<file path="src/rtl/cdc_link_arbiter.sv">
// cdc_link_arbiter: N requesters share one registered sender link (data/en)
// that feeds CDC receivers. After each transfer the link idles for a
// programmable number of cycles. The arbitration policy is chosen at build
// time: define CDC_LINK_ARBITER_ROUND_ROBIN_EN for round-robin, otherwise
// fixed priority (lowest index wins).
module cdc_link_arbiter #(
  parameter int N = 4,
  parameter int W = 4
) (
  input  logic           clk,
  input  logic           rst_n,
  input  logic [N-1:0]   req,
  input  logic [N*W-1:0] req_data,
  input  logic [7:0]     gap,
  output logic [N-1:0]   ack,
  output logic [W-1:0]   data,
  output logic           en,
  output logic           busy
);

  localparam int PW = (N > 1) ? $clog2(N) : 1;

  typedef enum logic [1:0] {IDLE, SEND, GAP} state_t;

  state_t         state_q, state_d;
  logic [7:0]     cnt_q, cnt_d;
  logic [N-1:0]   ack_q, ack_d;
  logic [W-1:0]   data_q, data_d;
  logic           en_q, en_d;

  logic [N-1:0]   elig;
  logic [PW-1:0]  win;
  logic           found;
  logic           arb;

`ifdef CDC_LINK_ARBITER_ROUND_ROBIN_EN
  logic [PW-1:0]  ptr_q, ptr_d;

  // Round-robin pick: first eligible requester at or after (last winner + 1).
  always_comb begin
    elig  = req & ~ack_q;
    found = |elig;
    win   = '0;
    for (int k = N - 1; k >= 0; k--) begin
      if (elig[(int'(ptr_q) + 1 + k) % N]) win = PW'((int'(ptr_q) + 1 + k) % N);
    end
  end
`else
  // Fixed-priority pick: lowest eligible index.
  always_comb begin
    elig  = req & ~ack_q;
    found = |elig;
    win   = '0;
    for (int i = N - 1; i >= 0; i--) begin
      if (elig[i]) win = PW'(i);
    end
  end
`endif

  // Arbitration happens whenever the link can accept a new transfer next cycle;
  // the gap value is sampled live only while in SEND, so later changes to it
  // cannot disturb a countdown already in progress.
  assign arb = (state_q == IDLE) ||
               ((state_q == SEND) && (gap == 8'd0)) ||
               ((state_q == GAP) && (cnt_q <= 8'd1));

  // Next-state and registered-output logic.
  always_comb begin
    state_d = state_q;
    cnt_d   = cnt_q;
    data_d  = data_q;
    en_d    = 1'b0;
    ack_d   = '0;
`ifdef CDC_LINK_ARBITER_ROUND_ROBIN_EN
    ptr_d   = ptr_q;
`endif
    if (arb) begin
      if (found) begin
        state_d    = SEND;
        en_d       = 1'b1;
        data_d     = req_data[int'(win)*W +: W];
        ack_d[win] = 1'b1;
`ifdef CDC_LINK_ARBITER_ROUND_ROBIN_EN
        ptr_d      = win;
`endif
      end else begin
        state_d = IDLE;
      end
    end else if (state_q == SEND) begin
      state_d = GAP;
      cnt_d   = gap;
    end else begin
      cnt_d = cnt_q - 8'd1;
    end
  end

  // State and output registers with synchronous active-low reset.
  always_ff @(posedge clk) begin
    if (!rst_n) begin
      state_q <= IDLE;
      cnt_q   <= 8'd0;
      ack_q   <= '0;
      data_q  <= '0;
      en_q    <= 1'b0;
`ifdef CDC_LINK_ARBITER_ROUND_ROBIN_EN
      ptr_q   <= PW'(N - 1);
`endif
    end else begin
      state_q <= state_d;
      cnt_q   <= cnt_d;
      ack_q   <= ack_d;
      data_q  <= data_d;
      en_q    <= en_d;
`ifdef CDC_LINK_ARBITER_ROUND_ROBIN_EN
      ptr_q   <= ptr_d;
`endif
    end
  end

  assign ack  = ack_q;
  assign data = data_q;
  assign en   = en_q;
  assign busy = (state_q != IDLE);

endmodule
</file>
<file path="config.mk">
export PLATFORM = sky130hd
export DESIGN_NAME = cdc_link_arbiter
export DESIGN_NICKNAME = d
export VERILOG_FILES = /design/src/rtl/cdc_link_arbiter.sv
export SDC_FILE = /design/constraint.sdc
export NUM_CORES = 1
export LEC_CHECK = 0
export BUFFER_PORTS_ARGS = -buffer_cell sky130_fd_sc_hd__buf_2
export CELL_PAD_IN_SITES_DETAIL_PLACEMENT = 1
export CELL_PAD_IN_SITES_GLOBAL_PLACEMENT = 2
export CORE_MARGIN = 3
export CORE_UTILIZATION = 30
export CTS_CLUSTER_DIAMETER = 40
export DETAILED_ROUTE_END_ITERATION = 12
export MAX_ROUTING_LAYER = met4
export PLACE_DENSITY = 0.9
export SYNTH_ARGS = -nofsm -noshare
export SYNTH_HDL_FRONTEND = slang
export SYNTH_SLANG_ARGS = --single-unit
</file>
<file path="constraint.sdc">
create_clock -name clk -period 2.9 [get_ports clk]
set_clock_uncertainty 0.1 [all_clocks]
set_input_delay 0.145 -clock clk [delete_from_list [all_inputs] [get_ports clk]]
set_output_delay 0.145 -clock clk [all_outputs]
set_load 0.1 [all_outputs]
</file>
==> results by group <==
Outcome
  – Status: completed

Routing
  – Avg WL per Cell: 15.2 um
  – Via Count: 1,143
  – Detail Route Antenna Nets: 0
  – Final wirelength: about 3.4 mm
  – Initial DRC count: 47
  – Via density: 5.13
  – DR pass1 iterations: 4
  – DRC: 0

STA
  – Setup_tns: 0 ns
  – RSZ-0062 raised after global routing: no
  – Fin crit share: 71.5%
  – Max-slew violations: 0
  – Worst rel slew slack: a little under three fifths
  – Period minus WS final: 2.07 ns
  – Final Hold Fails: 0
  – Hold slack: 0.117 ns
  – Slew @ Worst Pin: 0.637 ns
  – F_max: 482 MHz
  – Final setup vio count: 0

Global routing
  – Largest net degree at the start of global routing: 19
  – Antenna violations before repair: 0
  – Vias in the first global route: 1,193
  – Tot GR Track Use: 15.9%
  – Grt ovf: 0
  – Global-route wire length before repair: around 5.4 mm

Clock network
  – Post-CTS Resized: 0
  – Root buf cell: clkbuf_8
  – H-tree levels: 1
  – CTS Sinks: 19
  – Setup bufs post-CTS: 0
  – Total CTS buffers: 3
  – CTS tree: yes
  – Cts-stage hold buffer count: 0
  – Clk_lat worst skew: roughly 0.26 ns
  – Clk buf depth: 2
  – CTS clk-pin slew, worst paths: approximately 0.08 ns

Placed design
  – Buffers on Ports: 39
  – Placed Area: 1390 um^2
  – Post-DP HPWL: 2.72 mm
  – Final Wtd Congestion: 0.851
  – Dpl cells: roughly 220

Synth
  – Cell with the most instances after synthesis: dfxtp_1
  – Leading cell types by count after synthesis: dfxtp_1, nor2_1, nand2_1, o21ai_0
  – Ys async rst share: 0%
  – Top-area cell type share of the netlist area: 32.2%
  – Syn avg cell area: 8.49 um^2
  – YS warnings: 0
  – Primary FF master, synth: dfxtp_1
  – Mapped Area: 1180 um^2
  – Yosys cell types: 45
  – EDFF count, synth: 0
  – Syn Inst Count: 139
  – Ranking of synthesized cells by area: dfxtp_1, mux2i_1, nor2_1
  – Yosys reg bits: 19
  – Area leader, netlist: dfxtp_1
  – Sequential area share after synthesis: 32.2%
  – Synth Net Count: 171

Floorplanning
  – Die Width: 68.7 um
  – Initial Utilization: 31.8%
  – Die height: just under 70 um
  – # IOs: 40
  – Die area: 4720 um^2
  – Placeable core region: between 3000 and 4000 um^2
  – Rows: 22

Finish
  – Nets: 208
  – Finished Layout Cells: approximately 220
  – Ant. Diodes: 0
  – P&R area growth vs syn: 21.6%
  – Proportion of layout cells with a drive suffix above 1: a little under a third
  – Reg area: 380 um^2
  – Filler instances: between 400 and 500
  – Multi-input gate area: 719 um^2
  – Final instance area: roughly 1400 um^2

Critical path
  – CP Capture Type: register
  – CP cell instances: inv_1, ha_1, nor2_1, nor4b_4, o21bai_4, or3_1, a21oi_1
  – CP Launch Type: register
  – Slowest CP cell: or3_1
  – Req. time, crit path: 2.98 ns
  – R2R setup slack: ~0.83 ns
  – Critical path type: register to register
  – Max FO, Critical Path: 18
  – Crit path arrival time: 2.16 ns
  – Top Family by Delay on Critical Path: simple AND/OR/NAND/NOR gates
  – WP buf/inv: 1
  – Max stage delay on crit path: between 0.4 and 0.5 ns

Power and ir drop
  – Power Density: 1270 nW/um^2
  – Leak: 0.644 nW
  – Maximum vdd drop: about 0.00039 V

Run
  – Max_cap viols: 0

Min path
  – HP Class: input port to register
[sequential cells by signal, indices dropped and copies added, names as in the netlist]
register  count
en            1
ack           4
state_q       2
data          4
cnt_q         8
[metal layers]
metal | part of all wire (%) | GRT usage, %
met5 | 0 | -
met4 | 1.6 | 5.84
met3 | 5.6 | 2.59
met2 | 47 | 26.3
met1 | 46 | 19.5
[cells by family (layout without fill, tap and decap cells)]
family	count (synthesis)	in the layout	share of synthesized area (%)
multiplexers	6	6	5.09
flip-flops	19	19	32.2
adder cells (fa/ha/maj)	2	2	2.12
AO/OA/AOI/OAI	40	40	24.0
AND/OR/NAND/NOR	57	57	29.8
buffers and inverters	15	51	6.79
[per-stage QoR]
step	setup WS [ns]	utilization (%)	total power, mW
after floorplan	0.641	-	1.48
after global placement	1.00	37.4	1.62
after detailed placement	0.854	37.4	1.65
after CTS	0.831	38.6	1.85
after global routing	0.661	38.6	1.97
final	0.826	38.6	1.83
[power by group]
part | switching [mW] | internal, mW | total, mW | leakage (nW)
Sequential | 0.0945 | 0.355 | 0.449 | 0.156
Clock | 0.0936 | 0.0957 | 0.189 | 0.0255
Combinational | 0.774 | 0.417 | 1.19 | 0.463
[cell usage in the layout, fill, tap and decap left out, drive strengths merged]
cell     Yosys  routed
nor4b        1       1
o31a         1       1
o31ai        3       3
a41o         1       1
or2          1       1
inv          7       7
a21boi       1       1
nor3         3       3
nor2b        4       4
or3          2       2
and3         1       1
a31oi        1       1
buf          5      40
or4b         1       1
a311oi       4       4
nand4        2       2
or2b         1       1
a2bb2oi      2       2
o21ai        9       9
a22oi        2       2
nor4         2       2
nor2        16      16
o211ai       2       2
o21bai       1       1
mux2i        6       6
a21oi        7       7
nand3        1       1
and3b        4       4
clkbuf       3       3
nor3b        1       1
clkinv       0       1
ha           2       2
o22ai        5       5
nand2b       6       6
dfxtp       19      19
o41ai        1       1
nand2       11      11
[tightest hold or removal path, delay by kind of cell]
kind / cells / cell delay (ns)
buffers and inverters: 1 / 0.17
and+or+nand+nor: 2 / 0.13
[final timing paths]
kind                                from        to  cells past startpoint
worst max-delay path            cnt_q[0]  cnt_q[0]                      7
worst min-delay path               rst_n    ack[3]                      3
worst max register to register  cnt_q[0]  cnt_q[0]                      7
worst min register to register  cnt_q[7]  cnt_q[7]                      2
[area by class of cell]
cell class,instances,share of cell area (%)
Tap cell,48,4.18
Multi-Input combinational cell,105,50.1
Timing Repair Buffer,40,14.1
Sequential cell,19,26.5
Clock inverter,1,0.349
Inverter,7,1.83
Clock buffer,3,2.88
Power figures use the tool's default switching activity.
